[src/rtl/sort_controller.sv]
`default_nettype none
// ============================================================================
// sort_controller -- loads a batch into slot registers, then emits it in the
// order chosen by an external min-finding engine (FO) over the valid tags.
// Revision: 1.0
// ============================================================================
module sort_controller #(
  parameter int ELEMENT_NUM      = 32,
  parameter int DATA_WIDTH       = 8,
  parameter int LOG2_ELEMENT_NUM = 5
) (
  input  logic                              clk,
  input  logic                              rst,
  input  logic                              in_valid,
  output logic                              in_ready,
  input  logic [DATA_WIDTH-1:0]             in_data,
  input  logic                              in_last,
  output logic                              out_valid,
  input  logic                              out_ready,
  output logic [DATA_WIDTH-1:0]             out_data,
  output logic [LOG2_ELEMENT_NUM-1:0]       out_index,
  output logic                              out_last,
  output logic [ELEMENT_NUM-1:0]            EVT,
  output logic [ELEMENT_NUM*DATA_WIDTH-1:0] whole_UM,
  input  logic [LOG2_ELEMENT_NUM-1:0]       FO
);

  typedef enum logic [1:0] {
    LOAD   = 2'd0,
    SELECT = 2'd1,
    EMIT   = 2'd2
  } state_t;

  localparam logic [LOG2_ELEMENT_NUM-1:0] c_LAST_SLOT = LOG2_ELEMENT_NUM'(ELEMENT_NUM - 1);

  state_t                        r_state;
  state_t                        w_next;
  logic [LOG2_ELEMENT_NUM-1:0]   r_cnt;
  logic [ELEMENT_NUM-1:0]        r_evt;
  logic [ELEMENT_NUM-1:0]        w_evt_after_pick;
  logic [DATA_WIDTH-1:0]         r_slot [ELEMENT_NUM];
  logic [DATA_WIDTH-1:0]         r_out_data;
  logic [LOG2_ELEMENT_NUM-1:0]   r_out_index;
  logic                          r_out_last;
  logic                          w_load;
  logic                          w_load_done;
  logic                          w_select;

  always_comb begin
    w_next      = r_state;
    w_load      = 1'b0;
    w_load_done = 1'b0;
    w_select    = 1'b0;
    case (r_state)
      LOAD: begin
        if (in_valid) begin
          w_load = 1'b1;
          // The final slot closes the batch whether or not in_last is set.
          if (in_last || (r_cnt == c_LAST_SLOT)) begin
            w_load_done = 1'b1;
            w_next      = SELECT;
          end
        end
      end
      SELECT: begin
        w_select = 1'b1;
        w_next   = EMIT;
      end
      EMIT: begin
        if (out_ready) begin
          w_next = r_out_last ? LOAD : SELECT;
        end
      end
      default: w_next = LOAD;
    endcase
  end

  assign w_evt_after_pick = r_evt & ~(ELEMENT_NUM'(1) << FO);

  always_ff @(posedge clk) begin
    if (rst) begin
      r_state <= LOAD;
    end else begin
      r_state <= w_next;
    end
  end

  always_ff @(posedge clk) begin
    if (rst) begin
      r_cnt       <= '0;
      r_evt       <= '0;
      r_out_data  <= '0;
      r_out_index <= '0;
      r_out_last  <= 1'b0;
    end else begin
      if (w_load) begin
        r_evt[r_cnt] <= 1'b1;
        r_cnt        <= w_load_done ? '0 : r_cnt + LOG2_ELEMENT_NUM'(1);
      end
      if (w_select) begin
        r_evt       <= w_evt_after_pick;
        r_out_index <= FO;
        r_out_data  <= r_slot[FO];
        r_out_last  <= (w_evt_after_pick == '0);
      end
    end
  end

  // Slot data is masked by EVT, so it needs no reset.
  always_ff @(posedge clk) begin
    if (w_load) begin
      r_slot[r_cnt] <= in_data;
    end
  end

  generate
    for (genvar gi = 0; gi < ELEMENT_NUM; gi++) begin : g_um
      assign whole_UM[gi*DATA_WIDTH +: DATA_WIDTH] = r_slot[gi];
    end
  endgenerate

  assign in_ready  = (r_state == LOAD);
  assign out_valid = (r_state == EMIT);
  assign out_data  = r_out_data;
  assign out_index = r_out_index;
  assign out_last  = r_out_last;
  assign EVT       = r_evt;

endmodule
`default_nettype wire

[config.mk]
export PLATFORM = sky130hd
export DESIGN_NAME = sort_controller
export DESIGN_NICKNAME = d
export VERILOG_FILES = /design/src/rtl/sort_controller.sv
export SDC_FILE = /design/constraint.sdc
export NUM_CORES = 1
export LEC_CHECK = 0
export CORE_ASPECT_RATIO = 1.25
export CORE_MARGIN = 4
export CORE_UTILIZATION = 33
export DETAILED_ROUTE_END_ITERATION = 8
export SLEW_MARGIN = 20
export SYNTH_ARGS = -nofsm -noshare
export SYNTH_HDL_FRONTEND = slang
export SYNTH_SLANG_ARGS = --single-unit
[constraint.sdc]
create_clock -name clk -period 2.2 [get_ports clk]
set_clock_uncertainty 0.05 [all_clocks]
set_input_delay 0.22 -clock clk [delete_from_list [all_inputs] [get_ports clk]]
set_output_delay 0.22 -clock clk [all_outputs]
set_load 0.03 [all_outputs]
-- Word-level counts from Yosys, hierarchy flattened
Memory sizes are Yosys's and may differ from the RTL's. A register that Yosys moved wholly into a read port is not among the register bits.
Cells that the tools add are included.
- bits in latches: 0
- memories kept: 1
- flip-flop bits (word level): 45
- logic and storage cells: 43
- ROM bits: 0
- input port bits: 18
- bits in writable memories: 256
- output and inout port bits: 304
- memory list (name ; words ; bits a word ; read ports ; clocked after Yosys merged registers in ; write ports ; line ; text):
    r_slot ; 32 ; 8 ; 33 ; 1 ; 1 ; 41 ; logic [DATA_WIDTH-1:0] r_slot [ELEMENT_NUM];
- equality and inequality tests: 6
- bitwise logic cells: 3
- div/mod/pow operators: 0
- reductions and logical operators: 6
- $mul: 0
- $add $sub $neg: 1
- multiplexer cells: 18
- shift-type cells: 1
- magnitude comparators: 2
- operator list (cell ; count):
    $mux W32 ; 2
    $and A32 B32 Y32 ; 1
    $logic_not A32 Y1 ; 1
    $not A32 Y32 ; 1
    $or A32 B32 Y32 ; 1
    $shl A1 B5 Y32 const A ; 1
    $mux W1 ; 10
    $lt A5 B6 Y1 const B ; 1
    $mux W2 ; 3
    $pmux W2 S3 ; 1
    $add A5 B1 Y5 const B ; 1
    $demux W1 S5 ; 1
    $eq A5 B5 Y1 const B ; 1
    $ge A5 B1 Y1 const B ; 1
    $mux W5 ; 1
    $ne A2 B1 Y1 const B ; 2
    $reduce_and A3 Y1 ; 1
    $eq A2 B1 Y1 const B ; 1
    $eq A2 B2 Y1 const B ; 1
    $logic_not A2 Y1 ; 1
    $ne A2 B2 Y1 const B ; 1
    $reduce_bool A2 Y1 ; 1
    $logic_and A1 B1 Y1 ; 1
    $logic_or A1 B1 Y1 ; 1

-- Logic depth before layout (Yosys ltp)
Gate-level depths: netlist of run 1.
- depth after elaboration: 7
- mapped depth: 8
- mapped depth without buffers: 8

-- Worst setup path before layout of run 1
No wires, ideal clock.
- path kind: register -> register
- from: register r_state[1]
- to: memory r_slot[19][0], enable pin
- path buffers: 3
- slack: 0.197 ns
- period minus slack after synthesis: 2.003 ns
- data arrival time: 1.628 ns
- data required time: 1.826 ns
- cell stages (with the launch flop): 8
- path through: dfxtp_1 > clkbuf_1 > nor3b_1 > clkbuf_1 > and2_0 > clkbuf_1 > nand2_1 > inv_1
- cells in the longest elaborated chain, start to end: 4
- ends and longest elaborated chain (element ; line ; text):
    start, declared ; 36 ; state_t r_state;
    start signal, assigned ; 84 ; r_state <= w_next;
    $logic_not A2 Y1 ; 54 ; case (r_state)
    $mux W1 ; 54 ;
    $mux W1 ; 111 ; if (w_load) begin
    $mux W1 (implied by the code) ; 112 ; r_slot[r_cnt] <= in_data;
    end, declared ; 41 ;
Every way passes these cells.

==> impl_metrics.csv, run 1 <==
group,metric,value,unit
die,rows,79,
die,coreArea,37600,um^2
timing,fin_crit_sh,96.2,%
setup_path,crit_type,"reg -> reg",
synthesis,avgSynthCellArea,16.1,um^2
timing,setup_violations,0,
timing,period_minus_slack,2.12,ns
route,final_antenna_net_count,0,
cells_and_area,fin_util,49.2,%
outcome,status,"finished, final reports clean",
global_routing,gr-total-overflow,0,
die,fp.dieW,183,um
global_routing,grt_pass1_vias,9244,
cts,clk_path_buf_depth,3,
cts,cts_buffers,30,
cells_and_area,syn_to_final_growth,46.1,%
timing,fmax,0.473,GHz
placement,hpwl,34800,um
timing,tightest_slew,0.657,ns
worst_hold_path,hold-path-endpoint,"out_index[3]",
cts,clk_pin_slew_worst_paths,0.07,ns
synthesis,ys_types,54,
setup_path,startpoint_type,"flop",
synthesis,synth_area,12700,um^2
run,drv_cap,0,
synthesis,synth.area.top_cells,"edfxtp_1 (61%), dfxtp_1 (8.4%), mux4_2 (7.5%)",
cts,clockRootBuffer,"clkbuf_16",
placement,placed_cell_area,17500,um^2
route,dr_total_vias,9154,
route,dr.pass1.iters,5,
setup_path,reg2reg_depth,5,
route,routed_via_density,5.28,
timing,grt_setup_unrepaired,"false",
setup_path,cpMaxStageDelayCell,"a2111oi_1",
worst_hold_path,min_from,"FO[3]",
route,drc_errors,0,
die,ios,322,
die,start_util,33.7,%
cts,tritoncts,"built",
route,routed_wl,46700,um
setup_path,crit_required,2.58,ns
setup_path,regToRegSetupSlack,0.08,ns
power,cellPowerDensity,664,nW/um^2
power,vdd_drop_max,462,uV
synthesis,async_flop_share,0,%
setup_path,arrival,2.50,ns
synthesis,synth_edf_count,256,
cells_and_area,drive_gt1_share,18.9,%
global_routing,grt_max_degree,38,
placement,dp_slack,-0.589,ns
cells_and_area,nets,1249,
cells_and_area,finalInstanceArea,18500,um^2
global_routing,grt_pass1_wl,64700,um
die,die_area,41600,um^2
cts,insertion_delay,0.56,ns
setup_path,r2r-start,"r_slot[14][1]",
setup_path,regToRegEndpoint,"out_data[1]",
global_routing,grt_usage,21.4,%
synthesis,ys_seq_elements,309,
die,die_h,227,um
synthesis,synth_top_area_cell,"edfxtp_1",
placement,io_buffer_count,321,
timing,finalHoldWorstSlack,0.164,ns
setup_path,cp_cell_sequence,"mux4_1 > mux2i_1 > nor2_1 > a2111oi_1 > a21oi_1",
synthesis,seq_area_frac_synth,69.1,%
cells_and_area,final_common_cell,"clkdlybuf4s50_1",
timing,slew_headroom,56.1,%
timing,setup_ws,0.0840,ns
synthesis,postSynthNetCount,808,
timing,hold_viol,0,
setup_path,max_stage_delay,0.54,ns
cts,postCtsSetupRepairBufs,0,
setup_path,cp-end-kind,"flop",
cells_and_area,final_cell_mix,"clkdlybuf4s50_1 (314), edfxtp_1 (256), buf_4 (106)",
cts,htreeDepth,1,
cells_and_area,fillers,3242,
synthesis,ys.flop_type,"edfxtp_1",
placement,place.gp.congestion,0.873,
cells_and_area,n_antenna_cell,0,
setup_path,path_max_fanout,2,
synthesis,ys_warn_count,0,
route,drtIter0Drc,937,
timing,slew_violations,0,
power,leakage,6.59,nW
worst_hold_path,hold_depth,4,
synthesis,yosysTopAreaCellShare,60.7,%
route,wl_per_cell,26.9,um
global_routing,antenna_found_initial,0,
synthesis,syn_inst,785,
cts,cts.sinks,309,
worst_hold_path,hold_class,"in -> reg",
## registers in the layout, indices dropped and copies added (netlist names)
register   flops
out_data       8
r_cnt          5
r_state        2
EVT           32
out_index      5
r_slot       256
out_last       1
## report_power, final
| group | switching [W] | total (W) | internal [W] |
|---|---|---|---|
| clock network | 0.00223 | 0.00502 | 0.00280 |
| registers | 0.0000321 | 0.00640 | 0.00637 |
| logic | 0.000507 | 0.000861 | 0.000353 |
| total | 0.00277 | 0.0123 | 0.00952 |
## cells in the mapped netlist (all sizes together) (5+ instances only)
| cell | count |
|---|---|
| and2 | 5 |
| nor2 | 32 |
| mux2i | 8 |
| buf | 24 |
| nand2 | 78 |
| ha | 5 |
| nor3b | 9 |
| nand3 | 17 |
| nand3b | 7 |
| clkbuf | 22 |
| nor3 | 7 |
| o21ai | 40 |
| a21oi | 50 |
| dfxtp | 53 |
| inv | 29 |
| nor2b | 7 |
| edfxtp | 256 |
| mux4 | 68 |
## worst max-delay path, delay by kind of cell, from the launching register on
| kind | cells | cell delay, ns |
|---|---|---|
| AO/OA/AOI/OAI | 2 | 0.69 |
| multiplexers | 2 | 0.76 |
| AND/OR/NAND/NOR | 1 | 0.07 |
| flip-flops | 1 | 0.42 |
## worst max-delay path by stage
| stage | to | cells past startpoint | startpoint | slack (ns) |
|---|---|---|---|---|
| finish | out_data[1] | 5 | r_slot[14][1] | 0.08 |
| global route | out_data[1] | 5 | r_slot[14][1] | 0.08 |
| CTS | out_data[5] | 5 | r_slot[15][5] | 0.02 |
| detailed placement | out_data[5] | 7 | FO[0] | -0.59 |
| global placement | out_data[5] | 7 | FO[0] | -0.63 |
| floorplan | r_slot[19][0] | 7 | r_state[1] | 0.20 |
## kinds of logic (layout without fill, tap and decap cells)
kind of cell               count (synthesis)  after routing  share of synthesized area (%)
adders and majority gates                  5              5                          0.494
and+or+nand+nor                          190            190                           7.34
muxes                                     80             80                           13.9
buffers and inverters                     76            539                           3.10
AOI/OAI and AO/OA                        125            125                           6.08
DFF                                      309            309                           69.1
## final cells by class
type                            instances  area [um^2]  share of cell area (%)
Tap cell                              486          608                    3.29
Clock buffer                           35          791                    4.28
Inverter                               30          113                   0.609
Sequential cell                       309         8750                    47.3
Clock inverter                         19          151                   0.819
Multi-Input combinational cell        400         3520                    19.0
Timing Repair Buffer                  455         4560                    24.7
## metrics by stage
| stage | std cells | setup TNS, ns | power [W] |
|---|---|---|---|
| floorplan | 785 | 0 | 0.00695 |
| global placement | 1679 | -1.40 | 0.00738 |
| detailed placement | 1679 | -2.82 | 0.00738 |
| CTS | 1734 | 0 | 0.0124 |
| global route | 1734 | 0 | 0.0127 |
| finish | 1734 | 0 | 0.0123 |
## layer usage
layer | vias to the layer above | global-route usage (%) | routed length, um
met2 | 469 | 37.3 | 23800
met5 | - | 0 | 0
met1 | 4646 | 26.5 | 17500
met4 | 0 | 7.98 | 1860
met3 | 85 | 4.33 | 3570
li1 | 3954 | - | -
## what timing repair did
| action | in CTS | in global routing |
|---|---|---|
| setup endpoints to repair | 4 | 1 |
| hold buffers | 1 | 0 |
| hold endpoints to repair | 1 | 0 |
| gates resized for setup | 4 | 1 |
Note: power is estimated with default switching activity, not from simulation.
==> run 2: changes to the inputs <==
Settings changed: SKIP_LAST_GASP set to 1.
==> results of run 2 <==
The final DEF is identical to that of run 1; final timing and power are the same.
==> run 3: changes to the inputs <==
Settings changed: CTS_BUF_LIST set to sky130_fd_sc_hd__clkbuf_2 sky130_fd_sc_hd__clkbuf_4 sky130_fd_sc_hd__clkbuf_8.
==> impl_metrics.csv, run 3 (synthesized netlist as in run 1, its figures left out) <==
group,metric,value,unit
cells_and_area,multi_input_area,3520,um^2
cells_and_area,seq_area,8750,um^2
die,coreArea,37600,um^2
placement,dp_slack,-0.589,ns
cts,cts.sinks,309,
route,dr.pass1.iters,5,
power,switching_share,23.1,%
placement,io_buffer_count,321,
cts,insertion_delay,0.61,ns
power,p_sw,0.00295,W
cts,htreeDepth,2,
cells_and_area,nets,1268,
power,p_int,0.00978,W
timing,grt_setup_unrepaired,"false",
cells_and_area,top_register,"r_slot",
die,start_util,33.7,%
global_routing,grt_pass1_vias,9377,
route,dr_total_vias,9216,
timing,setup_violations,0,
power,cellPowerDensity,683,nW/um^2
timing,fin_crit_sh,95.4,%
worst_hold_path,hold_class,"in -> reg",
die,die_area,41600,um^2
cells_and_area,final_cell_mix,"clkdlybuf4s50_1 (314), edfxtp_1 (256), buf_4 (106)",
cts,cts_buffers,49,
cts,tritoncts,"built",
cts,postCtsSetupRepairBufs,0,
timing,setup_ws,0.101,ns
outcome,status,"finished, final reports clean",
power,p_seq_share,50.3,%
power,leakage,6.69,nW
placement,place.gp.congestion,0.873,
setup_path,crit_type,"reg -> out",
die,rows,79,
setup_path,startpoint_type,"flop",
timing,tightest_slew,0.657,ns
timing,fmax,0.476,GHz
cells_and_area,final_common_cell,"clkdlybuf4s50_1",
cells_and_area,drive_gt1_share,21.2,%
global_routing,grt_usage,21.7,%
setup_path,crit_required,1.93,ns
die,die_h,227,um
power,vdd_drop_max,380,uV
cells_and_area,fillers,3217,
setup_path,path_max_fanout,2,
power,combPwrFrac,6.8,%
route,final_antenna_net_count,0,
route,routed_via_density,5.21,
timing,slew_violations,0,
global_routing,grt_max_degree,38,
die,fp.dieW,183,um
cts,clockRootBuffer,"clkbuf_8",
setup_path,cp_cell_sequence,"clkdlybuf4s50_1",
setup_path,max_stage_delay,0.75,ns
route,drtIter0Drc,804,
global_routing,grt_pass1_wl,65400,um
route,routed_wl,47100,um
cells_and_area,syn_to_final_growth,47.3,%
placement,hpwl,34800,um
setup_path,cpMaxStageDelayCell,"clkdlybuf4s50_1",
die,ios,322,
setup_path,critPathTopFamily,"buffers and inverters",
setup_path,cp-end-kind,"output port",
power,p_clk_share,42.9,%
cells_and_area,largest_reg_flops,256,
run,drv_cap,0,
cts,clk_path_buf_depth,3,
global_routing,gr-total-overflow,0,
timing,period_minus_slack,2.10,ns
timing,hold_viol,0,
setup_path,path_buf_inv,1,
placement,dp_cells,1679,
cells_and_area,final_cells,1770,
cts,clk_pin_slew_worst_paths,0.06,ns
global_routing,antenna_found_initial,0,
timing,slew_headroom,56.1,%
setup_path,arrival,1.83,ns
route,drc_errors,0,
route,wl_per_cell,26.6,um
run 3: cell count changes in the layout (fill, tap and decap cells not counted):
cell       before  now
clkbuf_8        0   49
clkbuf_16      31    0
clkbuf_4        0    6
bufinv_16       2    7
clkinv_2        5   10
clkbuf_1        4    0
clkinv_1        8   11
inv_8           0    3
inv_6           2    0
clkinv_4        0    1
diode_2         0    1
run 3: power by group through the flow:
stage	Sequential [W]	Combinational [W]	Clock, W
6_report	0.00640	0.000862	0.00546
3_3_place_gp	0.00652	0.000853	0
3_5_place_dp	0.00652	0.000860	0
2_1_floorplan	0.00658	0.000372	0
4_1_cts	0.00640	0.000864	0.00555
5_1_grt	0.00640	0.000911	0.00583
run 3: per-stage QoR:
stage | setup TNS [ns] | utilization [%] | hold slack [ns] | power (W) | instance area (um^2)
floorplan | 0 | - | 0.269 | 0.00695 | 12700
global route | 0 | 49.6 | 0.143 | 0.0131 | 18600
finish | 0 | 49.6 | 0.144 | 0.0127 | 18600
detailed placement | -2.82 | 46.7 | 0.402 | 0.00738 | 17500
global placement | -1.40 | 46.7 | 0.395 | 0.00738 | 17500
CTS | 0 | 49.6 | 0.108 | 0.0128 | 18600
run 3: final timing paths:
kind | start | endpoint | slack [ns] | cells after the start
max reg2reg | r_slot[14][1] | out_data[1] | 0.10 | 5
min | FO[3] | out_index[3] | 0.14 | 4
min reg2reg | out_index[3] | out_index[3] | 0.41 | 2
max | out_data[5] | out_data[5] | 0.10 | 1
run 3: per-layer routing:
layer / global-route usage [%] / vias to the layer above / share of wire, %
li1: - / 4007 / -
met1: 26.4 / 4633 / 37
met4: 8.53 / 0 / 4.2
met5: 0 / - / 0
met3: 5.31 / 91 / 7.9
met2: 37.3 / 485 / 51
run 3: what timing repair did:
item,in CTS,in global routing
setup endpoints to repair,4,1
endpoints found under the hold margin,11,0
resized for setup,4,1
hold buffers,1,0
run 3: layout make-up:
class / count / area share, %
diodes: 1 / 0.0134
inverters: 30 / 0.604
clock buffers: 55 / 3.86
repair buffers: 455 / 24.5
flip-flops and latches: 309 / 46.9
well taps: 486 / 3.26
clock inverters: 34 / 1.95
multi-input cells: 400 / 18.9
